--- src/rtl/r200_fetchq.sv ---
// Instruction fetch unit: PC sequencing, a single outstanding imem read, and a
// DEPTH-entry FIFO of fetched {pc, instr} pairs with branch/jump redirect flush.
module r200_fetchq #(
    parameter int              XLEN     = 32,
    parameter int              DEPTH    = 4,
    parameter logic [XLEN-1:0] RESET_PC = '0
) (
    input  logic                       clk,
    input  logic                       rst,
    output logic                       imem_req,
    output logic [XLEN-1:0]            imem_addr,
    input  logic [XLEN-1:0]            imem_rdata,
    input  logic                       br_taken,
    input  logic [XLEN-1:0]            br_targ,
    input  logic                       jmp_taken,
    input  logic [XLEN-1:0]            jmp_targ,
    output logic                       out_valid,
    input  logic                       out_ready,
    output logic [XLEN-1:0]            out_instr,
    output logic [XLEN-1:0]            out_pc,
    output logic [XLEN-1:0]            out_pcp4,
    output logic [$clog2(DEPTH):0]     fq_count
);
    localparam int AW = $clog2(DEPTH);
    localparam int CW = AW + 1;

    logic [XLEN-1:0] pc;
    logic [XLEN-1:0] infl_pc;
    logic            inflight;
    logic [XLEN-1:0] instr_q [DEPTH];
    logic [XLEN-1:0] pc_q    [DEPTH];
    logic [AW-1:0]   wr_ptr;
    logic [AW-1:0]   rd_ptr;
    logic [CW-1:0]   count;

    logic            redirect;
    logic [XLEN-1:0] redir_pc;
    logic [CW-1:0]   occ;
    logic            push;
    logic            pop;

    // Branch is older than a jump in the same cycle, so it takes priority.
    assign redirect = br_taken | jmp_taken;
    assign redir_pc = (br_taken ? br_targ : jmp_targ) & ~XLEN'(3);

    // Occupancy includes the outstanding read so a returning word always has a slot.
    assign occ      = count + CW'(inflight);
    assign imem_req = ~rst & ~redirect & (occ < CW'(DEPTH));
    assign imem_addr = pc;

    assign push = inflight & ~redirect;
    assign pop  = out_valid & out_ready & ~redirect;

    assign out_valid = (count != '0);
    assign out_instr = instr_q[rd_ptr];
    assign out_pc    = pc_q[rd_ptr];
    assign out_pcp4  = pc_q[rd_ptr] + XLEN'(4);
    assign fq_count  = count;

    always_ff @(posedge clk or posedge rst) begin
        if (rst) begin
            pc       <= RESET_PC;
            infl_pc  <= RESET_PC;
            inflight <= 1'b0;
        end else if (redirect) begin
            pc       <= redir_pc;
            inflight <= 1'b0;
        end else begin
            inflight <= imem_req;
            if (imem_req) begin
                infl_pc <= pc;
                pc      <= pc + XLEN'(4);
            end
        end
    end

    always_ff @(posedge clk or posedge rst) begin
        if (rst) begin
            wr_ptr <= '0;
            rd_ptr <= '0;
            count  <= '0;
        end else if (redirect) begin
            wr_ptr <= '0;
            rd_ptr <= '0;
            count  <= '0;
        end else begin
            if (push) wr_ptr <= wr_ptr + AW'(1);
            if (pop)  rd_ptr <= rd_ptr + AW'(1);
            case ({push, pop})
                2'b10:   count <= count + CW'(1);
                2'b01:   count <= count - CW'(1);
                default: count <= count;
            endcase
        end
    end

    // Payload storage needs no reset; validity is tracked by count.
    always_ff @(posedge clk) begin
        if (push) begin
            instr_q[wr_ptr] <= imem_rdata;
            pc_q[wr_ptr]    <= infl_pc;
        end
    end

endmodule

--- config.mk ---
export PLATFORM = sky130hd
export DESIGN_NAME = r200_fetchq
export DESIGN_NICKNAME = d
export VERILOG_FILES = /design/src/rtl/r200_fetchq.sv
export SDC_FILE = /design/constraint.sdc
export NUM_CORES = 1
export LEC_CHECK = 0
export BUFFER_PORTS_ARGS = -buffer_cell sky130_fd_sc_hd__buf_2
export CAP_MARGIN = 15
export CORE_MARGIN = 5
export CORE_UTILIZATION = 40
export CTS_CLUSTER_DIAMETER = 40
export CTS_CLUSTER_SIZE = 20
export DETAILED_ROUTE_END_ITERATION = 8
export GPL_TIMING_DRIVEN = 0
export SYNTH_ARGS = -nofsm -noshare
export SYNTH_HDL_FRONTEND = slang
export SYNTH_SLANG_ARGS = --single-unit
--- constraint.sdc ---
create_clock -name clk -period 5.33 [get_ports clk]
set_input_delay 0.533 -clock clk [delete_from_list [all_inputs] [get_ports clk]]
set_output_delay 0.533 -clock clk [all_outputs]
set_load 0.02 [all_outputs]
==> impl_metrics.env, run 1 <==
export IMPL_grt_pass1_vias=8159
export IMPL_dpl_cell_area_um2=15220
export IMPL_r2r_start="fq_count[0]"
export IMPL_cp_start_kind="flop"
export IMPL_fin_crit_ps=3575
export IMPL_cts_sinks=316
export IMPL_rsz0062_at_grt="false"
export IMPL_hold_path_depth=3
export IMPL_leakage_nw=6.118
export IMPL_ys_seq_area_share_pct=68.29
export IMPL_ys_warn_count=0
export IMPL_worstRegToRegCells=6
export IMPL_post_cts_buffers=0
export IMPL_grt_pass1_wl_um=47480
export IMPL_hpwlAfterDp_um=21840
export IMPL_cts_clk_slew_worst_paths_ps=60
export IMPL_place_ws_ps=2063
export IMPL_hp_class="in -> reg"
export IMPL_wl_per_cell_um=20.19
export IMPL_slew_viol_final=0
export IMPL_antenna_found_initial=0
export IMPL_hold_end="imem_addr[2]"
export IMPL_reg2reg_setup_slack_ps=2680
export IMPL_relSlewSlack_pct=42.38
export IMPL_synth_ff_type="edfxtp_1"
export IMPL_drt_total_wl_um=30910
export IMPL_async_flop_share_pct=21.52
export IMPL_critPathMaxFanout=10
export IMPL_ir_drop_mv=0.2684
export IMPL_syn_inst=783
export IMPL_synth_most_common_cell="edfxtp_1"
export IMPL_die_w_um=193.0
export IMPL_grt_usage_pct=16.55
export IMPL_core_um2=33280
export IMPL_route_detailed_drc=0
export IMPL_setup_slack_ps=1755
export IMPL_clockBufferDepth=3
export IMPL_place_gp_congestion=0.8291
export IMPL_worstPathRequired_ps=4800
export IMPL_worstMarginPinSlew_ps=864.3
export IMPL_synth_top_cells_by_area="edfxtp_1, dfrtp_1, mux4_2, mux2_2, mux4_1"
export IMPL_finalHoldViolCount=0
export IMPL_ctsRootBufferMaster="clkbuf_16"
export IMPL_netlist_top_cell_by_area="edfxtp_1"
export IMPL_finClkSkew_ps=13.02
export IMPL_first_pass_iters=5
export IMPL_drv_cap=0
export IMPL_drt_iter0_drc=400
export IMPL_die_height_um=193.0
export IMPL_ys_ff_latch=316
export IMPL_dp_cells=1462
export IMPL_ctsHoldBuffers=0
export IMPL_routed_via_count=7854
export IMPL_overflow=0
export IMPL_setup_viol=0
export IMPL_nets=1162
export IMPL_clock_fmax_mhz=279.7
export IMPL_vias_per_cell=5.130
export IMPL_clk_latency_ps=510
export IMPL_post_cts_resized=0
export IMPL_cts_buffers=38
export IMPL_fin_cells=1531
export IMPL_min_from="br_targ[2]"
export IMPL_postLayoutCellArea_um2=16550
export IMPL_io_buffers=222
export IMPL_synth_area_per_cell_um2=17.11
export IMPL_timing_rr_end="infl_pc[5]"
export IMPL_endpoint_kind="output port"
export IMPL_grt_max_degree=69
export IMPL_drive_above_1_share_pct=39.09
export IMPL_io_pins=234
export IMPL_outcome="finished, final reports clean"
export IMPL_synthesis_area_um2=13400
export IMPL_yosys_top_cells_count="edfxtp_1, dfrtp_1, mux4_2, nand2_1, mux2_2"
export IMPL_start_util_pct=40.25
export IMPL_arrival_ps=3040
export IMPL_period_share_pct=67.07
export IMPL_worst_setup_path_type="reg -> out"
export IMPL_fin_total_pwr_mw=5.893
export IMPL_netlist_area_leader_share_pct=55.59
export IMPL_area_delta_synth_final_pct=23.55
export IMPL_htree_levels=2
export IMPL_die_area_um2=37250
export IMPL_synth_edff_count=248
export IMPL_yosysUniqueCellTypes=64
export IMPL_rows=67
export IMPL_antenna_left=0
export IMPL_cts_tree="done"
export IMPL_setup_tns_ps=0
export IMPL_p_per_area_nw_per_um2=356.1
[layout make-up]
class | instances | area [um2]
Clock inverter | 27 | 335.3
Multi-Input combinational cell | 412 | 3976
Timing Repair Buffer | 226 | 1221
Clock buffer | 41 | 993.5
Antenna cell | 1 | 2.502
Tap cell | 448 | 560.5
Inverter | 16 | 62.56
Fill cell | 2847 | 16730
Sequential cell | 316 | 9149
Buffer | 44 | 250.2
[metal layers]
metal	track usage (%)	routed length [um]
met1	23.20	13520
met2	26.85	14540
met3	3.673	2326
met4	3.649	522
met5	0	0
[critical path, stage by stage (launching register included)]
cell	delay (ps)
dfrtp_1	320
buf_2	240
buf_2	320
mux4_2	320
ha_1	190
and2_4	180
nand4_4	230
nor4_1	350
xor2_1	170
buf_2	180
[worst max path at each step]
stage | slack [ps] | from | to
global route | 1500 | rd_ptr[1] | out_pcp4[31]
detailed placement | 2060 | jmp_taken | instr_q[1][5]
floorplan | 2090 | jmp_taken | instr_q[0][0]
finish | 1760 | rd_ptr[1] | out_pcp4[24]
global placement | 110 | jmp_taken | instr_q[0][5]
CTS | 1620 | rd_ptr[1] | out_instr[27]
[state kept, by name, summed over array words and instances, names as in the netlist]
signal,flops
wr_ptr,2
rd_ptr,2
instr_q,128
pc_q,120
imem_addr,30
inflight,1
fq_count,3
infl_pc,30
[placed cells by master (no fill, tap or decap), types with 7 or more instances in the layout]
master       n
mux2_2      31
clkbuf_16   39
xnor2_1     14
edfxtp_1   248
xor2_1      29
o31ai_1     11
nand2_1     40
mux4_1      13
dfrtp_1     68
mux2i_1     10
nand3_1     15
mux4_2      49
nor2_1      26
clkbuf_1    15
nand4_1     12
nor3_1       8
nand2b_1     8
a22oi_1      8
a21oi_1     16
clkinv_8     7
buf_4       10
inv_1       15
buf_2      234
o21ai_0     21
[metrics by stage]
step / hold slack (ps) / util, %
final: 227.9 / 49.73
after CTS: 201.9 / 49.72
after detailed placement: 507.0 / 45.73
after floorplan: 472.4 / -
after global routing: 208.2 / 49.72
after global placement: 495.0 / 45.33
[report_power, final]
group	switching [mW]	internal (mW)	total, mW
Combinational	0.202	0.157	0.359
Clock	1.07	1.55	2.62
Sequential	0.117	2.80	2.91
Total	1.39	4.51	5.89
[cell families after synthesis]
logic type      synth area share (%)
compound gates                 4.875
xor+xnor                       2.811
fa+ha+maj                     0.7098
buf+inv                        2.316
flops                          68.29
mux                            14.14
other cells                  0.02799
simple gates                   6.827
No activity file was read; power rests on OpenSTA's default activity.
==> run 2, diff against run 1 <==
--- a/config.mk
+++ b/config.mk
@@ -5,6 +5,7 @@
 export SDC_FILE = /design/constraint.sdc
 export NUM_CORES = 1
 export LEC_CHECK = 0
+export ABC_AREA = 1
 export BUFFER_PORTS_ARGS = -buffer_cell sky130_fd_sc_hd__buf_2
 export CAP_MARGIN = 15
 export CORE_MARGIN = 5
==> constraint.sdc (replaced) <==
create_clock -name clk -period 2.9 [get_ports clk]
set_input_delay 0.29 -clock clk [delete_from_list [all_inputs] [get_ports clk]]
set_output_delay 0.29 -clock clk [all_outputs]
set_load 0.02 [all_outputs]
==> run 2 against run 1 <==
Compared with the run above: the flow now finishes with violations (setup timing); non-clock buffer count up 129; critical endpoint is now out_pcp4[18]; register-to-register slack got worse by 2000 ps; design area up 21%; via count is 59% higher; sequential cell count is the same.
==> impl_metrics.env, run 2 <==
export IMPL_outcome="complete, but fails checks"
export IMPL_violations="setup timing"
export IMPL_synth_area_per_cell_um2=9.378
export IMPL_wl_per_cell_um=18.52
export IMPL_route_detailed_drc=0
export IMPL_netlist_area_leader_share_pct=50.39
export IMPL_cts_sinks=316
export IMPL_synth_top_cells_by_area="edfxtp_1, nand2_1, dfrtp_1, nor2_1, o21ai_0"
export IMPL_slew_viol_final=0
export IMPL_antenna_left=0
export IMPL_hpwlAfterDp_um=31020
export IMPL_htree_levels=2
export IMPL_ys_warn_count=0
export IMPL_clockBufferDepth=3
export IMPL_fin_total_pwr_mw=12.18
export IMPL_io_buffers=222
export IMPL_antenna_found_initial=0
export IMPL_utilization_pct=54.71
export IMPL_period_share_pct=105.2
export IMPL_grt_pass1_wl_um=67880
export IMPL_drt_iter0_drc=847
export IMPL_nets=2060
export IMPL_final_cell_mix="nand2_1, edfxtp_1, buf_2"
export IMPL_die_w_um=202.2
export IMPL_core_um2=36520
export IMPL_fin_crit_ps=3051
export IMPL_yosys_area_share_simple_pct=22.85
export IMPL_setup_viol=17
export IMPL_first_pass_iters=7
export IMPL_n_antenna_cell=0
export IMPL_synth_ff_type="edfxtp_1"
export IMPL_cts_buffers=42
export IMPL_arrival_ps=2760
export IMPL_critPathMaxFanout=6
export IMPL_vias_per_cell=5.075
export IMPL_synthAdderAreaFrac_pct=0.6434
export IMPL_final_common_cell="nand2_1"
export IMPL_grt_pass1_vias=12080
export IMPL_grt_usage_pct=20.94
export IMPL_drive_above_1_share_pct=29.10
export IMPL_grt_max_degree=69
export IMPL_finalHoldViolCount=0
export IMPL_relSlewSlack_pct=35.42
export IMPL_syn_inst=1576
export IMPL_start_util_pct=40.47
export IMPL_drt_total_wl_um=45450
export IMPL_synth_edff_count=248
export IMPL_largest_reg_flops=128
export IMPL_p_per_area_nw_per_um2=609.7
export IMPL_routed_via_count=12450
export IMPL_finClkSkew_ps=15.05
export IMPL_place_ws_ps=-496.8
export IMPL_overflow=0
export IMPL_rsz0062_at_grt="true"
export IMPL_die_area_um2=40890
export IMPL_area_delta_synth_final_pct=35.21
export IMPL_ys_seq_area_share_pct=61.90
export IMPL_synth_xor_area_share_pct=1.422
export IMPL_yosysUniqueCellTypes=35
export IMPL_drv_cap=0
export IMPL_synth_most_common_cell="nand2_1"
export IMPL_netlist_top_cell_by_area="edfxtp_1"
export IMPL_endpoint_kind="output port"
export IMPL_async_flop_share_pct=21.52
export IMPL_leakage_nw=8.469
export IMPL_regMostFlops="instr_q"
export IMPL_die_height_um=202.2
export IMPL_cp_start_kind="flop"
export IMPL_place_gp_congestion=0.9176
export IMPL_largest_registers="instr_q (128), pc_q (120)"
export IMPL_yosys_top_cells_count="nand2_1, edfxtp_1, nor2_1, o21ai_0, nand3_1"
export IMPL_ys_ff_latch=316
export IMPL_worstPathRequired_ps=2610
export IMPL_ctsRootBufferMaster="clkbuf_16"
export IMPL_ir_drop_mv=0.3553
export IMPL_setup_slack_ps=-150.5
export IMPL_worst_setup_path_type="reg -> out"
export IMPL_synth_compound_area_share_pct=7.628
export IMPL_worstMarginPinSlew_ps=967.7
export IMPL_synth_top_family_by_area="simple AND/OR/NAND/NOR gates"
export IMPL_cts_tree="done"
export IMPL_hp_class="in -> reg"
export IMPL_synthesis_area_um2=14780
export IMPL_clk_latency_ps=540
export IMPL_rows=70
export IMPL_synth_area_mux_share_pct=0
export IMPL_cts_clk_slew_worst_paths_ps=60
export IMPL_clock_fmax_mhz=327.8
export IMPL_io_pins=234
[run 2: path summary, 6_finish.rpt]
check	from	cells after the start	end	slack [ps]
setup / recovery	rd_ptr[0]	16	out_pcp4[18]	-150
hold / removal	jmp_targ[2]	3	imem_addr[2]	40
setup reg to reg	inflight	3	instr_q[2][8]	710
hold reg to reg	infl_pc[17]	0	pc_q[2][17]	520
max in group asynchronous	rst	3	imem_addr[25]	1860
min in group asynchronous	rst	3	imem_addr[27]	490
[run 2: per-layer routing]
layer  up-vias  share of wire [%]  global-route usage (%)
met1      5841                 43                   28.57
met3        78                7.5                   3.786
met5         -                  0                       0
met4         0                2.4                   5.553
li1       6052                  -                       -
met2       482                 47                   34.78
[run 2: what timing repair did]
| item | CTS | global route |
|---|---|---|
| hold endpoints to repair | 196 | 0 |
| cloned | 2 | 4 |
| pin swaps | 31 | 51 |
| endpoints found under the setup margin | 58 | 122 |
| gates resized for setup | 138 | 126 |
| hold buffers | 33 | 0 |
| setup buffers | 19 | 40 |
[run 2: final cells by class]
| type | count | area (um2) |
|---|---|---|
| fill | 3240 | 16540 |
| multi-input combinational | 1082 | 5449 |
| inverter | 111 | 434.2 |
| clock inverter | 32 | 441.7 |
| tap | 468 | 585.6 |
| timing repair buffer | 326 | 2338 |
| buffer | 73 | 498.0 |
| clock buffer | 46 | 1087 |
| sequential | 316 | 9149 |
[run 2: logic make-up after synthesis]
kind of cell | count (synthesis)
simple gates | 832
flops | 316
compound gates | 211
buf+inv | 185
xor+xnor | 24
fa+ha+maj | 7
other cells | 1
[run 2: report_power, final]
group          switching [mW]  internal, mW  leakage, nW
combinational           0.822         0.468         4.67
sequential              0.247          5.14         3.07
clock                    2.14          3.36        0.732
[run 2: stage by stage]
| step | setup TNS, ps | std cells | cell area [um2] | hold slack, ps |
|---|---|---|---|---|
| floorplan | -95410 | 1581 | 14810 | 388.9 |
| global placement | -588990 | 2271 | 16500 | 495.3 |
| detailed placement | -76490 | 2279 | 16710 | 506.4 |
| CTS | -799.4 | 2411 | 19230 | 10.55 |
| global route | -12370 | 2454 | 19980 | 58.18 |
| finish | -677.1 | 2454 | 19980 | 38.76 |
[run 2: worst max-delay path, stage by stage (launching register included)]
cell	delay (ps)
dfrtp_1	370
buf_6	140
inv_6	60
buf_12	110
buf_8	100
buf_6	100
nand2_2	40
nand2_1	60
nand2_1	50
nand2_2	120
ha_4	160
nand3_4	130
nor2_4	210
buf_4	150
nand2_2	60
xor2_2	210
buf_6	160
==> run 3, diff against run 2 <==
--- a/config.mk
+++ b/config.mk
@@ -5,7 +5,6 @@
 export SDC_FILE = /design/constraint.sdc
 export NUM_CORES = 1
 export LEC_CHECK = 0
-export ABC_AREA = 1
 export BUFFER_PORTS_ARGS = -buffer_cell sky130_fd_sc_hd__buf_2
 export CAP_MARGIN = 15
 export CORE_MARGIN = 5
==> run 3 against run 2 <==
Compared with the run above: the flow still finishes with violations (setup timing); die area down 8.9%; sequential power about the same; maximum frequency down 2.3%; register-to-register slack worse by 350 ps; sequential share of layout area up 5.3 points; via count down 33%; power down 8.8%; cell count down 34%; non-clock buffer count down 36.
==> impl_metrics.env, run 3 (same netlist as run 1, synthesis figures left out) <==
export IMPL_outcome="complete, but fails checks"
export IMPL_violations="setup timing"
export IMPL_endpoint_kind="output port"
export IMPL_clock_fmax_mhz=320.4
export IMPL_fin_crit_ps=3121
export IMPL_cts_tree="done"
export IMPL_cp_start_kind="flop"
export IMPL_reg2reg_setup_slack_ps=360
export IMPL_critPathMaxFanout=6
export IMPL_vias_per_cell=5.085
export IMPL_htree_levels=2
export IMPL_rows=67
export IMPL_leakage_nw=6.795
export IMPL_cts_buffers=41
export IMPL_clk_latency_ps=530
export IMPL_worstPathRequired_ps=2610
export IMPL_timing_rr_end="infl_pc[13]"
export IMPL_rsz0062_at_grt="true"
export IMPL_route_detailed_drc=0
export IMPL_ctsRootBufferMaster="clkbuf_16"
export IMPL_largest_registers="instr_q (128), pc_q (120)"
export IMPL_io_pins=234
export IMPL_core_um2=33280
export IMPL_ir_drop_mv=0.4042
export IMPL_antenna_found_initial=0
export IMPL_drv_cap=0
export IMPL_arrival_ps=2830
export IMPL_setup_tns_ps=-3714
export IMPL_drt_total_wl_um=31950
export IMPL_worst_setup_path_type="reg -> out"
export IMPL_start_util_pct=40.25
export IMPL_hp_class="in -> async"
export IMPL_antenna_left=0
export IMPL_drive_above_1_share_pct=43.35
export IMPL_io_buffers=222
export IMPL_place_gp_congestion=0.8306
export IMPL_final_cell_mix="edfxtp_1, buf_2, dfrtp_1"
export IMPL_die_w_um=193.0
export IMPL_n_fill_cell=2778
export IMPL_utilization_pct=53.76
export IMPL_place_ws_ps=0.5305
export IMPL_clockBufferDepth=3
export IMPL_drt_iter0_drc=456
export IMPL_period_share_pct=107.6
export IMPL_fin_total_pwr_mw=11.11
export IMPL_regMostFlops="instr_q"
export IMPL_setup_viol=23
export IMPL_routed_via_count=8283
export IMPL_nets=1258
export IMPL_final_common_cell="edfxtp_1"
export IMPL_grt_max_degree=69
export IMPL_slew_viol_final=0
export IMPL_p_per_area_nw_per_um2=621.1
export IMPL_largest_reg_flops=128
export IMPL_relSlewSlack_pct=44.21
export IMPL_finalHoldViolCount=0
export IMPL_cts_clk_slew_worst_paths_ps=60
export IMPL_grt_pass1_vias=8721
export IMPL_n_antenna_cell=0
export IMPL_cts_sinks=316
export IMPL_setup_slack_ps=-220.9
export IMPL_area_delta_synth_final_pct=33.56
export IMPL_finClkSkew_ps=22.84
export IMPL_dpl_cell_area_um2=15220
export IMPL_postLayoutCellArea_um2=17890
export IMPL_r2r_start="fq_count[0]"
export IMPL_wl_per_cell_um=19.62
export IMPL_grt_usage_pct=17.10
export IMPL_worstRegToRegCells=6
export IMPL_hpwlAfterDp_um=21420
export IMPL_grt_pass1_wl_um=49510
export IMPL_die_height_um=193.0
export IMPL_overflow=0
export IMPL_first_pass_iters=5
export IMPL_worstMarginPinSlew_ps=836.9
export IMPL_die_area_um2=37250
[run 3: cell types whose count changed in the layout (fill, tap and decap cells not counted), moves of 18 or more]
cell and delta:
nand3_1 -80, mux2_2 +31, nand2_2 -57, nand2_4 -20
mux4_2 +61, o21ai_0 -109, nor2_2 -23, nand2_1 -365
inv_1 -87, nor2_1 -151, nor2_4 -18, o22ai_1 -29
[run 3: what timing repair did]
item,4_1_cts,5_1_grt
pin swaps,16,18
setup endpoints to repair,54,34
endpoints found under the hold margin,142,0
gates cloned,2,1
gates resized for setup,78,35
setup buffers,23,21
hold buffers,46,0
[run 3: power breakdown]
group | leakage [nW] | switching [mW] | internal, mW
Sequential | 3.07 | 0.217 | 5.14
Clock | 0.683 | 2.06 | 2.95
Combinational | 3.04 | 0.391 | 0.349
Total | 6.79 | 2.67 | 8.45
[run 3: worst max path at each step]
stage          slack [ps]  depth (start not counted)       from             end
2_1_floorplan         240                          8  rd_ptr[0]    out_pcp4[12]
6_report             -220                          9  rd_ptr[0]    out_pcp4[29]
5_1_grt              -310                         10  rd_ptr[0]    out_pcp4[28]
4_1_cts              -330                          8  rd_ptr[0]    out_pcp4[29]
3_5_place_dp          0.5                          8  rd_ptr[1]    out_pcp4[29]
3_3_place_gp         -690                          5  jmp_taken  instr_q[2][27]
[run 3: layout make-up]
class | count | area, um2 | area share [%]
clock inverters | 30 | 341.6 | 1.909
clock buffers | 44 | 1059 | 5.916
multi-input cells | 412 | 4146 | 23.17
repair buffers | 319 | 2241 | 12.52
inverters | 16 | 62.56 | 0.3496
plain buffers | 44 | 332.8 | 1.860
well taps | 448 | 560.5 | 3.133
flip-flops and latches | 316 | 9149 | 51.13
[run 3: critical path: stages, from the launching register on]
cell	delay (ps)
dfrtp_1	430
buf_12	170
buf_4	130
mux4_2	360
and3_4	230
nand3_4	130
buf_12	170
nor4_4	270
xor2_1	240
buf_4	180
[run 3: stage by stage]
| step | hold WS [ps] | cells |
|---|---|---|
| after floorplan | 388.9 | 788 |
| after global placement | 490.2 | 1458 |
| after detailed placement | 504.9 | 1462 |
| after CTS | 19.66 | 1607 |
| after global routing | 69.30 | 1629 |
| final | 14.95 | 1629 |
[run 3: routing by layer]
| metal | part of all wire (%) | vias up | global-route usage (%) |
|---|---|---|---|
| met5 | 0 | - | 0 |
| met4 | 1.4 | 0 | 3.758 |
| met3 | 7.3 | 38 | 4.303 |
| met2 | 48 | 267 | 28.47 |
| met1 | 44 | 4131 | 23.00 |
| li1 | - | 3847 | - |
